--- src/rtl/alu_arbiter_if.sv ---
// Request, ALU and response signal bundle shared by alu_arbiter and its neighbours.
// slave is the arbiter's view; master is the requester/ALU/consumer side.
interface alu_arbiter_if #(
    parameter int NREQ = 4,
    parameter int DW   = 32
);
    localparam int IW = $clog2(NREQ);

    logic [NREQ-1:0]    req_valid;
    logic [NREQ-1:0]    req_ready;
    logic [NREQ*9-1:0]  req_ins;
    logic [NREQ*DW-1:0] req_srca;
    logic [NREQ*DW-1:0] req_srcb;

    logic [8:0]         alu_ins;
    logic [DW-1:0]      alu_srca;
    logic [DW-1:0]      alu_srcb;
    logic [DW-1:0]      alu_result;
    logic               alu_zero;
    logic               alu_sign;

    logic               resp_valid;
    logic               resp_ready;
    logic [IW-1:0]      resp_id;
    logic [DW-1:0]      resp_data;
    logic               resp_zero;
    logic               resp_sign;
    logic               resp_err;
    logic               busy;

    modport slave (
        input  req_valid, req_ins, req_srca, req_srcb,
        input  alu_result, alu_zero, alu_sign, resp_ready,
        output req_ready, alu_ins, alu_srca, alu_srcb,
        output resp_valid, resp_id, resp_data, resp_zero, resp_sign, resp_err, busy
    );

    modport master (
        output req_valid, req_ins, req_srca, req_srcb,
        output alu_result, alu_zero, alu_sign, resp_ready,
        input  req_ready, alu_ins, alu_srca, alu_srcb,
        input  resp_valid, resp_id, resp_data, resp_zero, resp_sign, resp_err, busy
    );
endinterface

--- src/rtl/alu_arbiter.sv ---
// Shares one ALU among NREQ requesters: accept one request, run it for one cycle, return a tagged result.
// Define ALU_ARB_RR_EN for round-robin grants; otherwise the lowest valid index wins.
module alu_arbiter #(
    parameter int NREQ = 4,
    parameter int DW   = 32
) (
    input  logic          clk,
    input  logic          rst,
    alu_arbiter_if.slave  bus
);
    localparam int IW = $clog2(NREQ);

    typedef enum logic [1:0] {IDLE, EXEC, RESP} state_t;

    state_t         state_reg;
    logic [8:0]     alu_ins_reg;
    logic [DW-1:0]  alu_srca_reg;
    logic [DW-1:0]  alu_srcb_reg;
    logic           resp_valid_reg;
    logic [IW-1:0]  resp_id_reg;
    logic [DW-1:0]  resp_data_reg;
    logic           resp_zero_reg;
    logic           resp_sign_reg;
    logic           resp_err_reg;

    logic           grant_any;
    logic [IW-1:0]  grant_idx;
    logic [NREQ-1:0] ready_vec;

    logic [8:0]     ins_arr  [NREQ];
    logic [DW-1:0]  srca_arr [NREQ];
    logic [DW-1:0]  srcb_arr [NREQ];

    genvar gi;
    generate
        for (gi = 0; gi < NREQ; gi++) begin : g_slice
            assign ins_arr[gi]   = bus.req_ins[9*gi +: 9];
            assign srca_arr[gi]  = bus.req_srca[DW*gi +: DW];
            assign srcb_arr[gi]  = bus.req_srcb[DW*gi +: DW];
            // Gated by rst so a requester is never told "accepted" while reset is held.
            assign ready_vec[gi] = rst && (state_reg == IDLE) && grant_any && (grant_idx == IW'(gi));
        end
    endgenerate

`ifdef ALU_ARB_RR_EN
    logic [IW-1:0] ptr_reg;

    always_comb begin
        int idx;
        idx       = 0;
        grant_any = 1'b0;
        grant_idx = '0;
        for (int k = 0; k < NREQ; k++) begin
            idx = int'(ptr_reg) + k;
            if (idx >= NREQ) idx = idx - NREQ;
            if (!grant_any && bus.req_valid[idx]) begin
                grant_any = 1'b1;
                grant_idx = IW'(idx);
            end
        end
    end
`else
    always_comb begin
        grant_any = 1'b0;
        grant_idx = '0;
        for (int k = NREQ - 1; k >= 0; k--) begin
            if (bus.req_valid[k]) begin
                grant_any = 1'b1;
                grant_idx = IW'(k);
            end
        end
    end
`endif

    always_ff @(posedge clk) begin
        if (!rst) begin
            state_reg      <= IDLE;
            alu_ins_reg    <= '0;
            alu_srca_reg   <= '0;
            alu_srcb_reg   <= '0;
            resp_valid_reg <= 1'b0;
            resp_id_reg    <= '0;
            resp_data_reg  <= '0;
            resp_zero_reg  <= 1'b0;
            resp_sign_reg  <= 1'b0;
            resp_err_reg   <= 1'b0;
`ifdef ALU_ARB_RR_EN
            ptr_reg        <= '0;
`endif
        end else begin
            case (state_reg)
                IDLE: begin
                    if (grant_any) begin
                        resp_id_reg <= grant_idx;
`ifdef ALU_ARB_RR_EN
                        ptr_reg <= (grant_idx == IW'(NREQ - 1)) ? '0 : grant_idx + IW'(1);
`endif
                        // Mux select 11 is reserved: answer with an error and leave the ALU idle.
                        if (ins_arr[grant_idx][8:7] == 2'b11) begin
                            state_reg      <= RESP;
                            resp_valid_reg <= 1'b1;
                            resp_err_reg   <= 1'b1;
                            resp_data_reg  <= '0;
                            resp_zero_reg  <= 1'b0;
                            resp_sign_reg  <= 1'b0;
                        end else begin
                            state_reg    <= EXEC;
                            alu_ins_reg  <= ins_arr[grant_idx];
                            alu_srca_reg <= srca_arr[grant_idx];
                            alu_srcb_reg <= srcb_arr[grant_idx];
                        end
                    end
                end
                EXEC: begin
                    resp_data_reg  <= bus.alu_result;
                    resp_zero_reg  <= bus.alu_zero;
                    resp_sign_reg  <= bus.alu_sign;
                    resp_err_reg   <= 1'b0;
                    resp_valid_reg <= 1'b1;
                    alu_ins_reg    <= '0;
                    alu_srca_reg   <= '0;
                    alu_srcb_reg   <= '0;
                    state_reg      <= RESP;
                end
                RESP: begin
                    if (bus.resp_ready) begin
                        resp_valid_reg <= 1'b0;
                        state_reg      <= IDLE;
                    end
                end
                default: state_reg <= IDLE;
            endcase
        end
    end

    assign bus.req_ready  = ready_vec;
    assign bus.alu_ins    = alu_ins_reg;
    assign bus.alu_srca   = alu_srca_reg;
    assign bus.alu_srcb   = alu_srcb_reg;
    assign bus.resp_valid = resp_valid_reg;
    assign bus.resp_id    = resp_id_reg;
    assign bus.resp_data  = resp_data_reg;
    assign bus.resp_zero  = resp_zero_reg;
    assign bus.resp_sign  = resp_sign_reg;
    assign bus.resp_err   = resp_err_reg;
    assign bus.busy       = (state_reg != IDLE);
endmodule

--- src/flat_wrapper.sv ---
// flat-port wrapper written by rule: the top's interface ports become plain ports
module alu_arbiter_flat 
#(
    parameter int NREQ = 4,
    parameter int DW   = 32
)
  (clk, rst, bus_req_valid, bus_req_ins, bus_req_srca, bus_req_srcb, bus_alu_result, bus_alu_zero, bus_alu_sign, bus_resp_ready, bus_req_ready, bus_alu_ins, bus_alu_srca, bus_alu_srcb, bus_resp_valid, bus_resp_id, bus_resp_data, bus_resp_zero, bus_resp_sign, bus_resp_err, bus_busy);
  alu_arbiter_if #(.NREQ(NREQ), .DW(DW)) bus_i ();
  input  logic clk;
  input  logic rst;
  input wire logic [$bits(bus_i.req_valid)-1:0] bus_req_valid;
  input wire logic [$bits(bus_i.req_ins)-1:0] bus_req_ins;
  input wire logic [$bits(bus_i.req_srca)-1:0] bus_req_srca;
  input wire logic [$bits(bus_i.req_srcb)-1:0] bus_req_srcb;
  input wire logic [$bits(bus_i.alu_result)-1:0] bus_alu_result;
  input wire logic [$bits(bus_i.alu_zero)-1:0] bus_alu_zero;
  input wire logic [$bits(bus_i.alu_sign)-1:0] bus_alu_sign;
  input wire logic [$bits(bus_i.resp_ready)-1:0] bus_resp_ready;
  output wire logic [$bits(bus_i.req_ready)-1:0] bus_req_ready;
  output wire logic [$bits(bus_i.alu_ins)-1:0] bus_alu_ins;
  output wire logic [$bits(bus_i.alu_srca)-1:0] bus_alu_srca;
  output wire logic [$bits(bus_i.alu_srcb)-1:0] bus_alu_srcb;
  output wire logic [$bits(bus_i.resp_valid)-1:0] bus_resp_valid;
  output wire logic [$bits(bus_i.resp_id)-1:0] bus_resp_id;
  output wire logic [$bits(bus_i.resp_data)-1:0] bus_resp_data;
  output wire logic [$bits(bus_i.resp_zero)-1:0] bus_resp_zero;
  output wire logic [$bits(bus_i.resp_sign)-1:0] bus_resp_sign;
  output wire logic [$bits(bus_i.resp_err)-1:0] bus_resp_err;
  output wire logic [$bits(bus_i.busy)-1:0] bus_busy;
  assign bus_i.req_valid = bus_req_valid;
  assign bus_i.req_ins = bus_req_ins;
  assign bus_i.req_srca = bus_req_srca;
  assign bus_i.req_srcb = bus_req_srcb;
  assign bus_i.alu_result = bus_alu_result;
  assign bus_i.alu_zero = bus_alu_zero;
  assign bus_i.alu_sign = bus_alu_sign;
  assign bus_i.resp_ready = bus_resp_ready;
  assign bus_req_ready = bus_i.req_ready;
  assign bus_alu_ins = bus_i.alu_ins;
  assign bus_alu_srca = bus_i.alu_srca;
  assign bus_alu_srcb = bus_i.alu_srcb;
  assign bus_resp_valid = bus_i.resp_valid;
  assign bus_resp_id = bus_i.resp_id;
  assign bus_resp_data = bus_i.resp_data;
  assign bus_resp_zero = bus_i.resp_zero;
  assign bus_resp_sign = bus_i.resp_sign;
  assign bus_resp_err = bus_i.resp_err;
  assign bus_busy = bus_i.busy;
  alu_arbiter #(.NREQ(NREQ), .DW(DW)) u_core (.clk(clk), .rst(rst), .bus(bus_i));
endmodule
--- config.mk ---
export PLATFORM = sky130hd
export DESIGN_NAME = alu_arbiter_flat
export DESIGN_NICKNAME = d
export VERILOG_FILES = /design/src/rtl/alu_arbiter_if.sv /design/src/rtl/alu_arbiter.sv /design/src/flat_wrapper.sv
export SDC_FILE = /design/constraint.sdc
export NUM_CORES = 1
export LEC_CHECK = 0
export ABC_AREA = 1
export ABC_CLOCK_PERIOD_IN_PS = 1990
export CAP_MARGIN = 20
export CELL_PAD_IN_SITES_DETAIL_PLACEMENT = 1
export CELL_PAD_IN_SITES_GLOBAL_PLACEMENT = 2
export CORE_MARGIN = 2
export CORE_UTILIZATION = 17
export DETAILED_ROUTE_END_ITERATION = 7
export PLACE_DENSITY_LB_ADDON = 0.15
export SYNTH_ARGS = -nofsm -noshare
export SYNTH_HDL_FRONTEND = slang
export SYNTH_SLANG_ARGS = --single-unit
--- constraint.sdc ---
create_clock -name clk -period 1.99 [get_ports clk]
set_clock_uncertainty 0.2 [all_clocks]
set_input_delay 0.2985 -clock clk [delete_from_list [all_inputs] [get_ports clk]]
set_output_delay 0.2985 -clock clk [all_outputs]
set_load 0.03 [all_outputs]
==> flow_summary.yaml <==
power_and_ir_drop:
  pwr-share-clk: 0.304
  p_leak_uw: 0.00680
  p_per_area_nw_per_um2: 795
  peakVddDrop_uv: 559
  p_sw_uw: 4200
  power_uw: 11000
  pwr-share-comb: 0.437
  p_seq_frac: 0.259
  p_int_uw: 6770
  p_sw_frac: 0.383
placed_design:
  pre_cts_ws_ns: -0.643
  dpl.hpwl_mm: 32.4
  gp_congestion: 0.793
  io_buffers: 448
  dp_cells: 2317
logic_synthesis:
  syn_nets: 1655
  syn_area_per_cell_um2: 5.71
  seq_area_frac_synth: 0.300
  ys_warn_count: 0
  synth_cell_types: 22
  ys_seq_elements: 113
  synth_area_um2: 7550
  syn-instance-count: 1322
cells_and_area:
  antenna_cells: 0
  drive_above_1_share: 0.0815
  multi_input_area_um2: 4050
  final_nets: 2086
  fill_cells: 5528
  area_delta_synth_final_pct: 82.9
  regArea_um2: 2260
  stdcell_count: 2358
timing:
  relSlewSlack: 0.675
  hold_ws_ns: 0.231
  finalSetupViolCount: 3
  worst_slew_pin_slew_ns: 0.487
  drv_slew: 0
  finalCritPeriodShare: 1.05
  hold_viol_final: 0
  setup_ws_ns: -0.0953
  period_minus_slack_ns: 2.09
  fmax_ghz: 0.480
  grt_setup_unrepaired: "yes"
setup_path:
  rrSetupSlack_ns: 0.25
  critPathKind: "flop to primary output"
  critPathLaunch: "u_core.state_reg[1]$_SDFFE_PN0P_"
  crit_fanout: 3
  cp_data_required_time_ns: 1.49
  crit_path_start_kind: "flop"
  arrival_ns: 1.59
  cp-end-kind: "primary output"
  r2r_end: "u_core.bus.alu_srcb[8]$_SDFFE_PN0P_"
  r2r_cells: 8
  crit_end: "bus_req_ready[0]"
  r2r-start: "u_core.state_reg[1]$_SDFFE_PN0P_"
drt:
  drt_pass1_iterations: 4
  routed_wl_mm: 42.7
  via_per_inst: 4.23
  dr_total_vias: 9975
  ant_nets: 0
  dr.first_iter.drc_count: 334
  wire_per_inst_um: 18.1
  drcViolationCount: 0
clocking:
  cts_buffers: 17
  cts.reportedPaths.clkPinSlew_ns: 0.06
  hold_buffers: 0
  htree_levels: 4
  clock_latency_ns: 0.42
  cts.sinks: 113
  cts-root-buf: "clkbuf_16"
  clk_path_buf_depth: 2
  cts_tree: "built"
global_route:
  grt_usage: 0.182
  grt_max_degree: 61
  grt_pass1_wl_mm: 64.7
  antenna_found_initial: 1
  overflow: 0
  grt_pass1_vias: 10500
floorplan:
  floorplan.die.height_um: 215
  design.die.area_um2: 46100
  pin_count: 449
  die_w_um: 215
  core_um2: 44000
  start_util: 0.171
  fp-row-count: 77
worst_hold_path:
  worst_hold_path.num_cells: 3
  worst_hold_path_type: "input pin to flop"
flow_run:
  maxCapViolations: 0
outcome:
  outcome: "finished, violations left"
  violations: "negative setup slack"
==> power groups by stage <==
stage	sequential, uW	combinational (uW)	clock [uW]
2_1_floorplan	3560	1720	0
3_3_place_gp	2880	4840	0
3_5_place_dp	2900	4850	0
4_1_cts	2850	4750	3440
5_1_grt	2890	5230	3560
6_report	2840	4790	3330
==> how the worst min path moves through the flow <==
stage | from | to | slack, ns
after CTS | bus_alu_zero | u_core.bus.resp_zero$_SDFFE_PN0P_ | 0.20
after detailed placement | u_core.bus.alu_srca[27]$_SDFFE_PN0P_ | u_core.bus.alu_srca[27]$_SDFFE_PN0P_ | 0.25
after floorplan | rst | u_core.bus.resp_id[0]$_SDFFE_PN0P_ | 0.24
after global placement | u_core.bus.resp_data[16]$_SDFFE_PN0P_ | u_core.bus.resp_data[16]$_SDFFE_PN0P_ | 0.25
after global routing | bus_alu_result[20] | u_core.bus.resp_data[20]$_SDFFE_PN0P_ | 0.22
final | bus_alu_zero | u_core.bus.resp_zero$_SDFFE_PN0P_ | 0.23
==> worst max-delay path, stage by stage, from the launching register on <==
cell	delay (ns)
dfxtp_2	0.33
nor2_4	0.12
inv_2	0.06
nor2_4	0.09
inv_2	0.06
nor2_4	0.11
inv_4	0.07
nor3_4	0.17
buf_6	0.16
==> cells in the final DEF, fill, tap and decap left out, types with 5 or more instances in the layout <==
| master | n |
|---|---|
| a21oi_1 | 181 |
| buf_12 | 17 |
| buf_4 | 45 |
| buf_6 | 8 |
| clkbuf_16 | 19 |
| clkbuf_8 | 6 |
| clkdlybuf4s50_1 | 342 |
| clkinv_2 | 5 |
| dfxtp_1 | 111 |
| dlygate4sd2_1 | 72 |
| dlymetal6s2s_1 | 27 |
| inv_1 | 220 |
| inv_2 | 9 |
| nand2_1 | 366 |
| nand3_1 | 293 |
| nor2_4 | 8 |
==> synth_stat cells <==
library cell,count,area [um2]
a21oi_1,184,921
buf_1,10,37.5
buf_2,19,95.1
buf_4,14,105
buf_6,2,22.5
clkbuf_1,58,218
dfxtp_1,113,2260
inv_1,225,845
inv_2,7,26.3
nand2_1,368,1380
nand2_2,4,25.0
nand2_4,1,11.3
nand3_1,293,1470
nand3_2,1,10.0
nand3b_1,3,22.5
nor2_1,11,41.3
nor2_2,1,6.26
nor2_4,1,11.3
nor3_1,3,15.0
o21ai_0,1,5.00
o21ai_1,2,10.0
o21ai_2,1,8.76
==> timing repair <==
item / CTS / global route
pin swaps: 6 / 4
setup endpoints to repair: 182 / 104
buffers inserted: 5 / 2
gates resized for setup: 89 / 48
cloned: 0 / 2
==> per-layer routing <==
layer / share of wire / wire length (um) / up-vias / track usage
met5: 0.00030 / 13 / - / 0
met4: 0.0099 / 423 / 2 / 0.0336
met3: 0.054 / 2310 / 25 / 0.0482
met2: 0.48 / 20600 / 242 / 0.316
met1: 0.45 / 19400 / 4698 / 0.226
li1: - / - / 5008 / -
==> area by class of cell <==
class,count,share of cell area
clock buffer,23,0.0368
clock inverter,9,0.00916
inverter,232,0.0636
multi-input combinational,874,0.294
sequential,113,0.164
tap,592,0.0537
timing repair buffer,515,0.379
==> kinds of logic (layout without fill, tap and decap cells) <==
| group | Yosys count | count (layout) | synth area share |
|---|---|---|---|
| simple gates | 686 | 686 | 0.396 |
| buf+inv | 335 | 779 | 0.179 |
| compound gates | 188 | 188 | 0.125 |
| flops | 113 | 113 | 0.300 |
==> through the flow <==
| step | instance area (um2) | utilization | setup TNS, ns |
|---|---|---|---|
| finish | 13800 | 0.313 | -0.240 |
| detailed placement | 13000 | 0.295 | -61.92 |
| global placement | 13000 | 0.295 | -54.67 |
| floorplan | 7570 | - | 0 |
| CTS | 13600 | 0.309 | -0.456 |
| global route | 13800 | 0.313 | -0.623 |
Power figures use the tool's default switching activity.
